$ cat config.mk
export PLATFORM = sky130hd
export DESIGN_NAME = idma_rw_burst_splitter
export DESIGN_NICKNAME = d
export VERILOG_FILES = /design/src/rtl/idma_burst_splitter_pkg.sv /design/src/rtl/idma_burst_chopper.sv /design/src/rtl/idma_rw_burst_splitter.sv
export SDC_FILE = /design/constraint.sdc
export NUM_CORES = 1
export LEC_CHECK = 0
export ABC_CLOCK_PERIOD_IN_PS = 12000
export BUFFER_PORTS_ARGS = -buffer_cell sky130_fd_sc_hd__buf_4
export CAP_MARGIN = 10
export CELL_PAD_IN_SITES_DETAIL_PLACEMENT = 1
export CELL_PAD_IN_SITES_GLOBAL_PLACEMENT = 1
export CORE_MARGIN = 1.5
export CORE_UTILIZATION = 43
export CTS_CLUSTER_SIZE = 40
export DETAILED_ROUTE_END_ITERATION = 8
export GPL_TIMING_DRIVEN = 0
export PLACE_DENSITY = 0.8
export SYNTH_ARGS = -nofsm -noshare
export SYNTH_HDL_FRONTEND = slang
export SYNTH_HIERARCHICAL = 1
export SYNTH_SLANG_ARGS = --single-unit
$ cat constraint.sdc
create_clock -name clk_i -period 12 [get_ports clk_i]
set_input_delay 3 -clock clk_i [delete_from_list [all_inputs] [get_ports clk_i]]
set_output_delay 3 -clock clk_i [all_outputs]
set_load 0.01 [all_outputs]
$ cat src/rtl/idma_burst_splitter_pkg.sv
// Shared types, widths and the burst-chunk helper for the iDMA read/write burst splitter.
package idma_burst_splitter_pkg;

  localparam int unsigned AddrWidth  = 64;
  localparam int unsigned DataWidth  = 64;
  localparam int unsigned StrbWidth  = DataWidth / 8;
  localparam int unsigned OffW       = $clog2(StrbWidth);
  localparam int unsigned OffW1      = OffW + 1;
  localparam int unsigned TFLenWidth = 32;
  localparam int unsigned BytesWidth = TFLenWidth + 1;
  localparam int unsigned MaxBeats   = 256;
  localparam int unsigned PageBytes  = 4096;
  localparam int unsigned BurstBytes = MaxBeats * StrbWidth;

  localparam logic [1:0] BurstIncr = 2'b01;

  typedef logic [AddrWidth-1:0]  addr_t;
  typedef logic [TFLenWidth-1:0] tf_len_t;
  typedef logic [BytesWidth-1:0] bytes_t;
  typedef logic [OffW-1:0]       off_t;

  typedef enum logic {ST_IDLE, ST_BUSY} chop_state_e;

  typedef struct packed {
    addr_t   src_addr;
    addr_t   dst_addr;
    tf_len_t length;
  } idma_req_t;

  typedef struct packed {
    addr_t      addr;
    logic [7:0] len;
    logic [2:0] size;
    logic [1:0] burst;
  } read_meta_channel_t;

  typedef struct packed {
    addr_t      addr;
    logic [7:0] len;
    logic [2:0] size;
    logic [1:0] burst;
  } write_meta_channel_t;

  typedef struct packed {
    off_t offset;
    off_t tailer;
    off_t shift;
    logic is_single;
  } r_dp_req_t;

  typedef struct packed {
    off_t       offset;
    off_t       tailer;
    off_t       shift;
    logic [7:0] num_beats;
    logic       is_single;
  } w_dp_req_t;

  typedef struct packed {
    addr_t      addr;
    logic [7:0] len;
    off_t       offset;
    off_t       tailer;
    bytes_t     bytes;
  } burst_chunk_t;

  // Largest legal burst at addr: bounded by remaining bytes, the 4 KiB page and MaxBeats.
  function automatic burst_chunk_t calc_chunk(addr_t addr, tf_len_t rem);
    burst_chunk_t    c;
    bytes_t          page_left;
    bytes_t          beat_left;
    bytes_t          nbytes;
    bytes_t          span;
    off_t            end_off;
    logic [OffW:0]   tail_w;
    page_left = BytesWidth'(PageBytes) - BytesWidth'(addr[11:0]);
    beat_left = BytesWidth'(BurstBytes) - BytesWidth'(addr[OffW-1:0]);
    nbytes    = BytesWidth'(rem);
    if (page_left < nbytes) nbytes = page_left;
    if (beat_left < nbytes) nbytes = beat_left;
    span      = (BytesWidth'(addr[OffW-1:0]) + nbytes + BytesWidth'(StrbWidth - 1)) >> OffW;
    end_off   = addr[OffW-1:0] + nbytes[OffW-1:0];
    tail_w    = OffW1'(StrbWidth) - {1'b0, end_off};
    c.addr    = addr;
    c.len     = 8'(span - BytesWidth'(1));
    c.offset  = addr[OffW-1:0];
    c.tailer  = tail_w[OffW-1:0];
    c.bytes   = nbytes;
    return c;
  endfunction

endpackage

$ cat src/rtl/idma_burst_chopper.sv
// One side (read or write) of the burst splitter: walks a transfer in legal AXI bursts with
// independent meta and datapath handshakes per burst.
module idma_burst_chopper
  import idma_burst_splitter_pkg::*;
(
  input  logic       clk_i,
  input  logic       rst_ni,
  input  logic       start,
  input  addr_t      start_addr,
  input  tf_len_t    start_len,
  output addr_t      burst_addr,
  output logic [7:0] burst_len,
  output off_t       burst_offset,
  output off_t       burst_tailer,
  output logic       meta_valid,
  input  logic       meta_ready,
  output logic       dp_valid,
  input  logic       dp_ready,
  output logic       idle_nxt_c
);

  chop_state_e  state_q, state_d;
  addr_t        addr_q, addr_d;
  tf_len_t      rem_q, rem_d;
  logic         meta_valid_q, meta_valid_d;
  logic         dp_valid_q, dp_valid_d;
  burst_chunk_t chunk;
  logic         meta_done, dp_done, last;

  assign chunk        = calc_chunk(addr_q, rem_q);
  assign burst_addr   = chunk.addr;
  assign burst_len    = chunk.len;
  assign burst_offset = chunk.offset;
  assign burst_tailer = chunk.tailer;
  assign meta_valid   = meta_valid_q;
  assign dp_valid     = dp_valid_q;

  // A handshake counts as done if it completes now or already completed for this burst.
  assign meta_done = !meta_valid_q || meta_ready;
  assign dp_done   = !dp_valid_q || dp_ready;
  assign last      = ({1'b0, rem_q} == chunk.bytes);

  always_comb begin
    state_d      = state_q;
    addr_d       = addr_q;
    rem_d        = rem_q;
    meta_valid_d = meta_valid_q;
    dp_valid_d   = dp_valid_q;
    case (state_q)
      ST_IDLE: begin
        if (start) begin
          state_d      = ST_BUSY;
          addr_d       = start_addr;
          rem_d        = start_len;
          meta_valid_d = 1'b1;
          dp_valid_d   = 1'b1;
        end
      end
      ST_BUSY: begin
        if (meta_done && dp_done) begin
          if (last) begin
            state_d      = ST_IDLE;
            meta_valid_d = 1'b0;
            dp_valid_d   = 1'b0;
          end else begin
            addr_d       = addr_q + AddrWidth'(chunk.bytes);
            rem_d        = rem_q - TFLenWidth'(chunk.bytes);
            meta_valid_d = 1'b1;
            dp_valid_d   = 1'b1;
          end
        end else begin
          meta_valid_d = meta_valid_q && !meta_ready;
          dp_valid_d   = dp_valid_q && !dp_ready;
        end
      end
      default: state_d = ST_IDLE;
    endcase
    idle_nxt_c = (state_d == ST_IDLE);
  end

  always_ff @(posedge clk_i or negedge rst_ni) begin
    if (!rst_ni) begin
      state_q      <= ST_IDLE;
      addr_q       <= '0;
      rem_q        <= '0;
      meta_valid_q <= 1'b0;
      dp_valid_q   <= 1'b0;
    end else begin
      state_q      <= state_d;
      addr_q       <= addr_d;
      rem_q        <= rem_d;
      meta_valid_q <= meta_valid_d;
      dp_valid_q   <= dp_valid_d;
    end
  end

endmodule

$ cat src/rtl/idma_rw_burst_splitter.sv
// Splits one 1-D transfer into AXI4 INCR read and write bursts, each side independently.
// IDMA_BURST_SPLITTER_ZERO_LEN_EN: accept zero-length descriptors as no-ops.
module idma_rw_burst_splitter
  import idma_burst_splitter_pkg::*;
(
  input  logic                clk_i,
  input  logic                rst_ni,
  input  idma_req_t           req_i,
  input  logic                req_valid_i,
  output logic                req_ready_o,
  output read_meta_channel_t  ar_req_o,
  output logic                ar_valid_o,
  input  logic                ar_ready_i,
  output r_dp_req_t           r_dp_req_o,
  output logic                r_dp_valid_o,
  input  logic                r_dp_ready_i,
  output write_meta_channel_t aw_req_o,
  output logic                aw_valid_o,
  input  logic                aw_ready_i,
  output w_dp_req_t           w_dp_req_o,
  output logic                w_dp_valid_o,
  input  logic                w_dp_ready_i,
  output logic                busy_o
);

  logic       accept, start;
  logic       ready_q, busy_q;
  off_t       r_shift_q, w_shift_q;
  addr_t      r_addr, w_addr;
  logic [7:0] r_len, w_len;
  off_t       r_offset, r_tailer, w_offset, w_tailer;
  logic       r_idle_nxt, w_idle_nxt;

  assign accept = req_valid_i && ready_q;
`ifdef IDMA_BURST_SPLITTER_ZERO_LEN_EN
  assign start = accept && (req_i.length != '0);
`else
  assign start = accept;
`endif

  idma_burst_chopper u_read (
    .clk_i        (clk_i),
    .rst_ni       (rst_ni),
    .start        (start),
    .start_addr   (req_i.src_addr),
    .start_len    (req_i.length),
    .burst_addr   (r_addr),
    .burst_len    (r_len),
    .burst_offset (r_offset),
    .burst_tailer (r_tailer),
    .meta_valid   (ar_valid_o),
    .meta_ready   (ar_ready_i),
    .dp_valid     (r_dp_valid_o),
    .dp_ready     (r_dp_ready_i),
    .idle_nxt_c   (r_idle_nxt)
  );

  idma_burst_chopper u_write (
    .clk_i        (clk_i),
    .rst_ni       (rst_ni),
    .start        (start),
    .start_addr   (req_i.dst_addr),
    .start_len    (req_i.length),
    .burst_addr   (w_addr),
    .burst_len    (w_len),
    .burst_offset (w_offset),
    .burst_tailer (w_tailer),
    .meta_valid   (aw_valid_o),
    .meta_ready   (aw_ready_i),
    .dp_valid     (w_dp_valid_o),
    .dp_ready     (w_dp_ready_i),
    .idle_nxt_c   (w_idle_nxt)
  );

  // Shifts hold for the whole transfer, so they are latched once at accept.
  always_ff @(posedge clk_i or negedge rst_ni) begin
    if (!rst_ni) begin
      ready_q   <= 1'b1;
      busy_q    <= 1'b0;
      r_shift_q <= '0;
      w_shift_q <= '0;
    end else begin
      ready_q <= r_idle_nxt && w_idle_nxt;
      busy_q  <= !(r_idle_nxt && w_idle_nxt);
      if (accept) begin
        r_shift_q <= req_i.src_addr[OffW-1:0];
        w_shift_q <= off_t'(0) - req_i.dst_addr[OffW-1:0];
      end
    end
  end

  assign req_ready_o = ready_q;
  assign busy_o      = busy_q;

  always_comb begin
    ar_req_o.addr        = r_addr;
    ar_req_o.len         = r_len;
    ar_req_o.size        = 3'(OffW);
    ar_req_o.burst       = BurstIncr;
    r_dp_req_o.offset    = r_offset;
    r_dp_req_o.tailer    = r_tailer;
    r_dp_req_o.shift     = r_shift_q;
    r_dp_req_o.is_single = (r_len == 8'd0);
    aw_req_o.addr        = w_addr;
    aw_req_o.len         = w_len;
    aw_req_o.size        = 3'(OffW);
    aw_req_o.burst       = BurstIncr;
    w_dp_req_o.offset    = w_offset;
    w_dp_req_o.tailer    = w_tailer;
    w_dp_req_o.shift     = w_shift_q;
    w_dp_req_o.num_beats = w_len;
    w_dp_req_o.is_single = (w_len == 8'd0);
  end

`ifndef IDMA_BURST_SPLITTER_ZERO_LEN_EN
  zero_len_a: assert property (@(posedge clk_i) disable iff (!rst_ni)
    (req_valid_i && req_ready_o) |-> (req_i.length != '0))
    else $error("zero-length descriptor accepted");
`endif

endmodule

# --- After elaboration in Yosys (flattened, before gate mapping) ---
# Index checks and enable logic that the tools add are counted.
classes:
  n_eq_ne: 8
  add_sub_neg: 19
  muxes: 35
  n_bitwise: 4
  magnitude_cmp: 4
  reduce_logical: 25
ops:
  columns: ["operator", "n"]
  rows:
  - ["two-way mux 64 bit", 6]
  - ["case mux 64 bit (2 select lines)", 2]
  - ["two-way mux 32 bit", 5]
  - ["two-way mux 33 bit", 4]
  - ["adder 64 x 33 -> 64 bit", 2]
  - ["case mux 32 bit (2 select lines)", 2]
  - ["== test 32 x 33 -> 1 bit", 2]
  - ["less-than comparator 33 x 32 -> 1 bit", 2]
  - ["less-than comparator 33 bit", 2]
  - ["subtractor 32 bit", 2]
  - ["subtractor 13 x 12 -> 14 bit (first input constant)", 2]
  - ["subtractor 12 x 3 -> 13 bit (first input constant)", 2]
  - ["adder 11 x 3 -> 11 bit (second input constant)", 2]
  - ["adder 3 x 11 -> 11 bit", 2]
  - ["logical NOT 8 bit", 2]
  - ["subtractor 8 x 1 -> 8 bit (second input constant)", 2]
  - ["!= test 2 bit (second input constant)", 6]
  - ["case mux 1 bit (2 select lines)", 6]
  - ["two-way mux 1 bit", 10]
  - ["logical NOT 1 bit", 9]
  - ["subtractor 1 x 3 -> 3 bit (first input constant)", 3]
  - ["logical AND 1 bit", 8]
  - ["adder 3 bit", 2]
  - ["AND reduction 3 bit", 2]
  - ["2 further kinds", 8]
totals:
  out_inout_bits: 188
  elab_cells: 109
  reg_bits: 206
  inputBits: 167

# --- Longest topological paths before layout ---
# Gate-level depths: netlist of the first run.
depth:
  word_depth: 12
  depth_mapped: 40
  mapped_depth_nobuf: 36

# --- By module ---
# Netlist of the first run, hierarchy kept.
modules_own_cells:
  columns: ["mod", "cells_each", "n_inst", "seq_area_each_um2", "area_each_um2"]
  rows:
  - ["idma_burst_chopper at u_read", 1279, 1, 2477.4, 10048.4]
  - ["idma_burst_chopper at u_write", 1211, 1, 2477.4, 9671.8]
  - ["idma_rw_burst_splitter", 48, 1, 201.4, 493.0]

# --- Worst setup path before layout of the first run ---
# OpenSTA, ideal clock, no wires.
synth_timing:
  path_kind: "register to output"
  startpoint: "register u_read.addr_q[3], in the netlist u_read/burst_addr[3]"
  endpoint: "output port r_dp_req_o[0] (netlist bit)"
  t_arrival_ns: 8.282
  stages_incl_launch_ff: 40
  n_path_buf: 5
  setup_slack_ns: 0.718
  required_ns: 9.000
  path_cell_list: "dfrtp_1 buf_2 or4_4 or3_4 or3_1 xor2_1 ha_1 a21oi_1 o21a_1 a211oi_2 o21a_1 buf_4 mux2i_1 ha_1 o21a_1 o211ai_1 nor3_1 o21ai_0 (+4 left out) buf_4 nand2_1 o21ai_0 ha_1 inv_1 ha_1 a21oi_1 inv_1 a21oi_1 xor2_1 ha_1 buf_1 nor4_1 nor2_1 mux2i_1 xor2_1 or4_1 nor2_1"
synth_rtl:
  columns: ["item", "line", "text"]
  rows:
  - ["start: declaration", "idma_burst_chopper.sv:23", "addr_t addr_q, addr_d;"]
  - ["start signal: assignment", "idma_burst_chopper.sv:90", "addr_q <= addr_d;"]
  - ["end: declaration", "idma_rw_burst_splitter.sv:14", "output r_dp_req_t r_dp_req_o,"]

==> impl_results.md, run 1 <==
* Number of synthesized flops with an enable pin at 0
* Remaining DRCs at 0
* Family with the most delay on the worst path: simple AND/OR/NAND/NOR gates
* Crit path launch type: flop
* R2r endpoint: u_write/burst_addr[1]
* Largest net degree at the start of global routing at 91
* Minimum clock period at 11.84 ns
* Hold Violations, Final at 0
* Skew final at 0.0241 ns
* Post-place setup slack at -0.584 ns
* Worst path required time at 9.00 ns
* Synth area leader: dfrtp_1
* Depth of the worst register-to-register path at 34
* Clk Latency, worst-skew pair at 0.60 ns
* Netlist Area Pre-Place at 20,200 µm²
* Via count at 21,930
* Fmax at 84.5 MHz
* # nets final at 3,413
* Metal-1 WL at 36,000 µm
* Boundary Pins at 355
* Async set-reset flop share out of synthesis at 100%
* Synth top area share at 25.4%
* Die Area at 48,300 µm²
* Met3 Wirelength at 4650 µm
* Register area share after synthesis at 25.5%
* CTS tree: built
* Clock sinks at 206
* Post-synth top cells: 248 x nand2_1, 224 x o21ai_0, 209 x a21oi_1, 205 x dfrtp_1, 193 x ha_1
* Worst Hold Launch: w_shift_q[2]
* Fin worst setup slack at 0.160 ns
* Initial antenna violation count at 5
* Root Driver: clkbuf_16
* Vias per cell at 5.96
* Post-synthesis register bit count at 206
* Share of cells above drive strength 1 at 19.6%
* Main area contributors after synthesis: dfrtp_1 25%, ha_1 12%, mux2i_1 5.6%
* Row cnt at 79
* Htree depth at 1
* Hold worst-path end: w_shift_q[2]
* Crit end category: primary output
* Worst rel slew slack at 20.8%
* Global-route wire length before repair at 124,000 µm
* Count of input and output buffers at 344
* Buffers & Inverters on Critical Path at 8
* Hold_buf cts at 0
* Drt pass-1 iters at 7
* Count of different cell masters after synthesis at 80
* Top-count cell post-synth: nand2_1
* Avg WL per Cell at 22.4 µm
* Fin util at 55.6%
* Final setup vio count at 0
* Die W at 220 µm
* Slew at the pin closest to its max-slew limit at 1.19 ns
* RR Startpoint: u_write/burst_addr[6]
* GRT Residual Overflow at 0
* Routed Antenna Nets at 0
* Syn Area/Cell at 7.96 µm²
* Worst Path Max Fanout at 10
* Initial Util at 43.5%
* Crit path largest cell delay at 0.57 ns
* Worst path slowest cell: or4_1
* WS Path Type: reg -> out
* Part of the cycle the worst path needs at 98.7%
* FF-to-FF setup slack at 2.28 ns
* Fin. max-slew vios at 0
* Worst EP arrival at 8.84 ns
* Num CTS Buffers at 28
* Routability cong. at 0.927
* Vias in the first global route at 22,295
* Core area at 46,500 µm²
* Highest metal used: met5
* Max Cap Viol at 0
* Outcome: completed
* Hold path cells at 1
* Routed Wire Length at 82,400 µm
* Layout area overhead at 27.7%
* All-Layer GR Usage at 32.7%
* Top_reg_cell synth: dfrtp_1
* Syn Inst Count at 2,538
* Yosys warnings at 6
* Metal2 WL at 38,500 µm
* Max Root-Sink Buffers at 3
* Die Height at 220 µm
* Clock transition at the registers of the reported paths at 0.06 ns
* Drt initial violations at 1,246
* DP Wirelength at 61,900 µm
* Worst hold path type: reg -> reg
[timing repair]
action / CTS / global route
endpoints found under the hold margin: 0 / 0
pin swaps: 8 / 29
gates cloned: 0 / 0
endpoints found under the setup margin: 21 / 11
resized for setup: 43 / 81
setup buffers: 17 / 36
[cell families (layout without fill, tap and decap cells)]
kind of cell,after synthesis,count (layout),synth area share (%)
mux,130,130,6.69
fa+ha+maj,200,200,12.5
other cells,6,94,0.111
simple gates,808,808,19.4
buf+inv,261,706,5.46
compound gates,783,783,24.1
flops,206,206,25.5
xor+xnor,144,144,6.24
[per-layer routing]
layer  vias up  global-route usage, %
met1     10948                   43.9
met4         6                   12.0
met5         -                      0
met2       676                   53.6
met3       172                   4.39
li1      10128                      -
[worst max path at each step]
stage                                      from       endpoint  slack, ns  cells after the start
final                      u_read/burst_addr[5]  r_dp_req_o[0]       0.16                     38
after global routing       u_read/burst_addr[5]  r_dp_req_o[0]      -0.15                     38
after CTS                 u_write/burst_addr[1]  w_dp_req_o[0]      0.008                     38
after detailed placement  u_write/burst_addr[1]  w_dp_req_o[0]      -0.58                     38
after global placement     u_read/burst_addr[3]  r_dp_req_o[0]      -0.31                     39
after floorplan            u_read/burst_addr[3]  r_dp_req_o[0]       0.72                     39
[metrics by stage]
step	setup TNS, ns	hold slack [ns]	cell area (µm²)	cells
finish	0	0.515	25800	3678
global route	-0.261	0.541	25800	3677
CTS	0	0.513	25200	3641
detailed placement	-2.30	0.501	23900	3577
global placement	-0.601	0.492	23900	3575
floorplan	0	0.471	20500	2624
[layout make-up]
class | count | area [µm²]
Buffer | 129 | 648
Inverter | 128 | 480
Timing Repair Buffer | 399 | 3040
Clock inverter | 8 | 90.1
Tap cell | 607 | 759
Fill cell | 5781 | 20600
Sequential cell | 206 | 5170
Antenna cell | 2 | 5.00
Clock buffer | 42 | 833
Multi-Input combinational cell | 2157 | 14800
[worst reg2reg max path, delay by kind of cell, from the launching register on]
kind	cells	cell delay, ns
adders and majority gates	4	1.43
and+or+nand+nor	11	2.97
buffers and inverters	8	2.41
DFF	1	0.45
muxes	2	0.62
AOI/OAI and AO/OA	8	1.57
xor gates and xnor gates	1	0.18
[layout by cell type (no fill, tap or decap), types with 11 or more instances in the layout]
cell / count
nor4_1: 27
nor2_1: 183
nor2b_1: 31
buf_1: 11
a211o_1: 11
mux2i_1: 107
a21o_1: 87
mux2_2: 11
clkbuf_16: 28
xor2_1: 35
buf_4: 421
nand2b_1: 18
o21bai_1: 19
ha_1: 184
and3_1: 43
a31oi_1: 22
inv_1: 125
nand2_1: 244
a21oi_1: 203
or4_1: 11
and2_1: 12
clkbuf_1: 89
or3_1: 17
o211ai_1: 27
nand3_1: 66
a211oi_1: 15
nand4_1: 33
nor3_1: 53
o21ai_0: 217
a22oi_1: 41
conb_1: 92
dfrtp_1: 195
xnor2_1: 104
o21a_1: 33
or2_2: 12
[state kept, by name, summed over array words and instances (netlist names)]
name and cells:
r_shift_q 3, u_read/rem_q 32, u_write/burst_addr 64, w_shift_q 3, u_read/state_q 1, busy_o 1, u_read/meta_valid 1, req_ready_o 1
u_read/dp_valid 1, u_read/burst_addr 64, u_write/rem_q 32, u_write/state_q 1, u_write/dp_valid 1, u_write/meta_valid 1
Power of run 1 is left out: the tool's default activity adds up to more than one toggle a clock period on the data nets, which glitch-free logic cannot reach.
==> inputs of run 2 (changes only) <==
Settings changed: RECOVER_POWER set to 25.
==> impl_results.md, run 2 (synthesized netlist as in run 1, its figures left out) <==
* Layout area overhead at 27.4% (was 27.7%)
* Routability cong. at 0.927 (unchanged)
* Root Driver: clkbuf_16 (unchanged)
* Routed Wire Length at 82,400 µm (about the same)
* Avg WL per Cell at 22.4 µm (about the same)
* Failing checks: max-capacitance violations, max-slew violations
* Fmax at 84.4 MHz (was 84.5 MHz)
* Largest net degree at the start of global routing at 91 (unchanged)
* Crit path largest cell delay at 0.57 ns (about the same)
* Core area at 46,500 µm² (unchanged)
* Fin. max-slew vios at 211 (was 0)
* R2r endpoint: u_write/burst_addr[1] (unchanged)
* Vias per cell at 5.95 (was 5.96)
* Crit path launch type: flop (unchanged)
* DP Wirelength at 61,900 µm (unchanged)
* Die Area at 48,300 µm² (unchanged)
* Crit end category: primary output (unchanged)
* Clock sinks at 206 (unchanged)
* Commonest non-fill, non-tap cells in the layout: 420 x buf_4, 244 x nand2_1, 217 x o21ai_0 (was 421 x buf_4, 244 x nand2_1, 217 x o21ai_0)
* Die Height at 220 µm (unchanged)
* Row cnt at 79 (unchanged)
* Placed Cells at 3,577 (unchanged)
* Count of input and output buffers at 344 (unchanged)
* Multi-input logic area at 14,800 µm² (unchanged)
* Initial Util at 43.5% (unchanged)
* # nets final at 3,413 (unchanged)
* Register area at 5170 µm² (unchanged)
* Worst path slowest cell: or4_1 (unchanged)
* Final setup vio count at 0 (unchanged)
* Vias in the first global route at 22,295 (unchanged)
* Part of the cycle the worst path needs at 98.7% (about the same)
* Remaining DRCs at 0 (unchanged)
* Num CTS Buffers at 28 (unchanged)
* Skew final at 0.0222 ns (was 0.0241 ns)
* Worst path required time at 9.00 ns (about the same)
* Final hold slack at 0.513 ns (was 0.515 ns)
* Global-route wire length before repair at 124,000 µm (unchanged)
* Hold worst-path end: w_shift_q[2] (unchanged)
* Clock transition at the registers of the reported paths at 0.06 ns (about the same)
* Hold Violations, Final at 0 (unchanged)
* Depth of the worst register-to-register path at 34 (unchanged)
* RR Startpoint: u_write/burst_addr[6] (unchanged)
* Commonest non-fill, non-tap cell in the layout: buf_4 (unchanged)
* Htree depth at 1 (unchanged)
* Die W at 220 µm (unchanged)
* GRT Residual Overflow at 0 (unchanged)
* Slew at the pin closest to its max-slew limit at 4.93 ns (was 1.19 ns)
* Boundary Pins at 355 (unchanged)
* Worst Path Max Fanout at 10 (unchanged)
* Drt pass-1 iters at 5 (was 7)
* Worst EP arrival at 8.85 ns (was 8.84 ns)
* Layout Cells excl Fill at 3,678 (unchanged)
* FF-to-FF setup slack at 2.24 ns (was 2.28 ns)
* Drt initial violations at 1,247 (was 1,246)
* CTS tree: built (unchanged)
* Via count at 21,885 (was 21,930)
* Clk Latency, worst-skew pair at 0.60 ns (about the same)
* Hold path cells at 1 (unchanged)
* Routed Antenna Nets at 0 (unchanged)
* Dpl cell area at 23,900 µm² (unchanged)
* Max Root-Sink Buffers at 3 (unchanged)
* Share of cells above drive strength 1 at 19.5% (was 19.6%)
* Setup crit start: u_read/burst_addr[5] (unchanged)
* Worst hold path type: reg -> reg (unchanged)
* Minimum clock period at 11.85 ns (was 11.84 ns)
* Final Cell Area at 25,800 µm² (about the same)
* Max Cap Viol at 3 (was 0)
* Worst rel slew slack at -229% (was 20.8%)
* Final setup TNS at 0 ns (unchanged)
* Worst Hold Launch: w_shift_q[2] (unchanged)
* Filler Cell Count at 5,788 (was 5,781)
* Outcome: finished, violations left (was completed)
* WS Path Type: reg -> out (unchanged)
* All-Layer GR Usage at 32.7% (unchanged)
* Initial antenna violation count at 5 (unchanged)
==> run 2: changes by cell type in the layout (fill, tap and decap cells not counted), sizes merged <==
| cell | delta |
|---|---|
| buf | -4 |
| clkbuf | +4 |
==> run 2: layout make-up <==
type,instances,area share [%]
tap,607,2.95
multi-input combinational,2157,57.4
buffer,129,2.52
clock buffer,42,3.24
inverter,128,1.87
clock inverter,8,0.350
antenna,2,0.0194
timing repair buffer,399,11.6
sequential,206,20.1
==> run 2: per-layer routing <==
| layer | routed length, µm | up-vias | GRT usage [%] |
|---|---|---|---|
| li1 | - | 10135 | - |
| met1 | 36100 | 10931 | 43.9 |
| met2 | 38500 | 639 | 53.6 |
| met3 | 4570 | 174 | 4.39 |
| met4 | 3170 | 6 | 12.0 |
| met5 | 41 | - | 0 |
==> run 2: how the worst max path moves through the flow <==
| stage | to | slack (ns) | depth (start not counted) |
|---|---|---|---|
| global route | r_dp_req_o[0] | -0.15 | 38 |
| detailed placement | w_dp_req_o[0] | -0.58 | 38 |
| finish | r_dp_req_o[0] | 0.15 | 38 |
| global placement | r_dp_req_o[0] | -0.31 | 39 |
| CTS | w_dp_req_o[0] | 0.008 | 38 |
| floorplan | r_dp_req_o[0] | 0.72 | 39 |
==> run 2: worst max-delay path: cells and delay by family, from the launching register on <==
kind	cells	cell delay [ns]
buffers and inverters	8	1.08
XOR/XNOR	3	0.51
flip-flops	1	0.45
AND/OR/NAND/NOR	9	2.68
AO/OA/AOI/OAI	13	1.99
multiplexers	1	0.35
adder cells (fa/ha/maj)	4	1.14
==> run 2: through the flow <==
stage	setup WS, ns	utilization (%)
6_report	0.151	55.4
5_1_grt	-0.155	55.4
4_1_cts	0.00807	54.2
3_5_place_dp	-0.584	51.5
3_3_place_gp	-0.306	51.4
2_1_floorplan	0.718	-
==> run 2: timing repair <==
action	CTS	global route
hold buffers	0	0
pin swaps	8	29
setup buffers	17	36
cloned	0	0
gates resized for setup	43	81
setup endpoints to repair	21	11
Power of run 2 is left out for the same reason.
==> inputs of run 3 (changes only) <==
Settings changed: CORE_UTILIZATION 43 to 44, CTS_BUF_LIST set to sky130_fd_sc_hd__clkbuf_2 sky130_fd_sc_hd__clkbuf_4 sky130_fd_sc_hd__clkbuf_8, GPL_TIMING_DRIVEN 0 to unset, PLACE_DENSITY 0.8 to 0.81.
==> impl_results.md, run 3 (synthesized netlist as in run 1, its figures left out) <==
* Die Height at 217 µm (was 220 µm)
* Drt pass-1 iters at 5 (unchanged)
* Count of input and output buffers at 344 (unchanged)
* Hold_buf cts at 0 (unchanged)
* Skew final at 0.0191 ns (was 0.0222 ns)
* Filler Cell Count at 5,653 (was 5,788)
* Crit path largest cell delay at 0.56 ns (was 0.57 ns)
* Share of cells above drive strength 1 at 18.7% (was 19.5%)
* Worst EP arrival at 8.56 ns (was 8.85 ns)
* Clock transition at the registers of the reported paths at 0.06 ns (about the same)
* Initial Util at 44.5% (was 43.5%)
* Row cnt at 78 (was 79)
* Post-place setup slack at 0.206 ns (was -0.584 ns)
* Root Driver: clkbuf_8 (was clkbuf_16)
* Fin util at 54.7% (was 55.4%)
* Levels on crit path at 36 (was 38)
* Worst Hold Launch: r_shift_q[0] (was w_shift_q[2])
* Max Root-Sink Buffers at 3 (unchanged)
* Remaining DRCs at 0 (unchanged)
* Vias per cell at 5.87 (was 5.95)
* Most used cell, CP: ha_1
* Final setup vio count at 0 (unchanged)
* DP Wirelength at 54,700 µm (was 61,900 µm)
* All-Layer GR Usage at 30.4% (was 32.7%)
* Worst rel slew slack at -218% (was -229%)
* Slew at the pin closest to its max-slew limit at 4.77 ns (was 4.93 ns)
* Drt initial violations at 982 (was 1,247)
* Die W at 217 µm (was 220 µm)
* Part of the cycle the worst path needs at 96.3% (was 98.7%)
* Core area at 45,400 µm² (was 46,500 µm²)
* CTS tree: built (unchanged)
* Via count at 20,930 (was 21,885)
* Initial antenna violation count at 8 (was 5)
* Depth of the worst register-to-register path at 30 (was 34)
* Final Cell Area at 24,800 µm² (was 25,800 µm²)
* R2r endpoint: u_write/burst_addr[50] (was u_write/burst_addr[1])
* RR Startpoint: u_write/burst_addr[6] (unchanged)
* Crit end category: primary output (unchanged)
* Fin. max-slew vios at 149 (was 211)
* Setup crit start: u_read/burst_addr[5] (unchanged)
* Boundary Pins at 355 (unchanged)
* Routability cong. at 0.918 (was 0.927)
* Max Cap Viol at 2 (was 3)
* Num CTS Buffers at 43 (was 28)
* Crit path launch type: flop (unchanged)
* Fin worst setup slack at 0.441 ns (was 0.151 ns)
* Minimum clock period at 11.56 ns (was 11.85 ns)
* Largest net degree at the start of global routing at 99 (was 91)
* FF-to-FF setup slack at 2.56 ns (was 2.24 ns)
* Global-route wire length before repair at 116,000 µm (was 124,000 µm)
* Commonest non-fill, non-tap cell in the layout: buf_4 (unchanged)
* Layout area overhead at 22.7% (was 27.4%)
* Commonest non-fill, non-tap cells in the layout: 389 x buf_4, 248 x nand2_1, 221 x o21ai_0 (was 420 x buf_4, 244 x nand2_1, 217 x o21ai_0)
* Clock sinks at 206 (unchanged)
* WS Path Type: reg -> out (unchanged)
* Failing checks: max-capacitance violations, max-slew violations (unchanged)
* Worst path required time at 9.00 ns (about the same)
* Routed Wire Length at 73,700 µm (was 82,400 µm)
* Dpl cell area at 23,500 µm² (was 23,900 µm²)
* Worst hold path type: reg -> reg (unchanged)
* Die Area at 47,200 µm² (was 48,300 µm²)
* Worst path slowest cell: or4_4 (was or4_1)
* Fmax at 86.5 MHz (was 84.4 MHz)
* Worst Path Max Fanout at 9 (was 10)
* Vias in the first global route at 21,749 (was 22,295)
* Buffers & Inverters on Critical Path at 5 (was 8)
* Outcome: finished, violations left (unchanged)
* # nets final at 3,297 (was 3,413)
* Routed Antenna Nets at 0 (unchanged)
* Htree depth at 2 (was 1)
* Avg WL per Cell at 20.7 µm (was 22.4 µm)
* Hold Violations, Final at 0 (unchanged)
* GRT Residual Overflow at 0 (unchanged)
* Family with the most delay on the worst path: simple AND/OR/NAND/NOR gates (unchanged)
* Clk Latency, worst-skew pair at 0.62 ns (was 0.60 ns)
* Critical path capture point: r_dp_req_o[0] (unchanged)
run 3: cell type report:
type	instances	area, µm²	share of cell area (%)
Multi-Input combinational cell	2157	14500	58.4
Sequential cell	206	5160	20.8
Timing Repair Buffer	397	3010	12.1
Clock buffer	61	758	3.06
Tap cell	600	751	3.03
Inverter	128	484	1.95
Clock inverter	14	154	0.620
Antenna cell	5	12.5	0.0504
run 3: routing by layer:
metal	part of all wire, %	vias to the layer above	wire length [µm]	track usage [%]
li1	-	9906	-	-
met1	44	10430	32300	38.9
met2	49	476	36200	52.7
met3	4.6	112	3370	4.84
met4	2.4	6	1790	8.91
met5	0.052	-	38	0
run 3: per-stage QoR:
stage / TNS (ns) / hold WS, ns / cells
finish: 0 / 0.523 / 3568
floorplan: 0 / 0.471 / 2624
global route: -0.0273 / 0.543 / 3566
CTS: 0 / 0.518 / 3539
detailed placement: 0 / 0.497 / 3462
global placement: 0 / 0.491 / 3462
run 3: worst min-delay path by stage:
stage,endpoint,slack (ns),cells past startpoint
3_3_place_gp,r_shift_q[1],0.49,1
5_1_grt,w_shift_q[1],0.54,1
4_1_cts,r_shift_q[0],0.52,1
2_1_floorplan,u_read/rem_q[15],0.47,2
3_5_place_dp,w_shift_q[2],0.50,1
6_report,r_shift_q[0],0.52,1
run 3: timing repair:
action,CTS,global route
setup buffers,2,24
setup endpoints to repair,5,9
pin swaps,1,11
gates resized for setup,8,36
Power of run 3 is left out for the same reason.
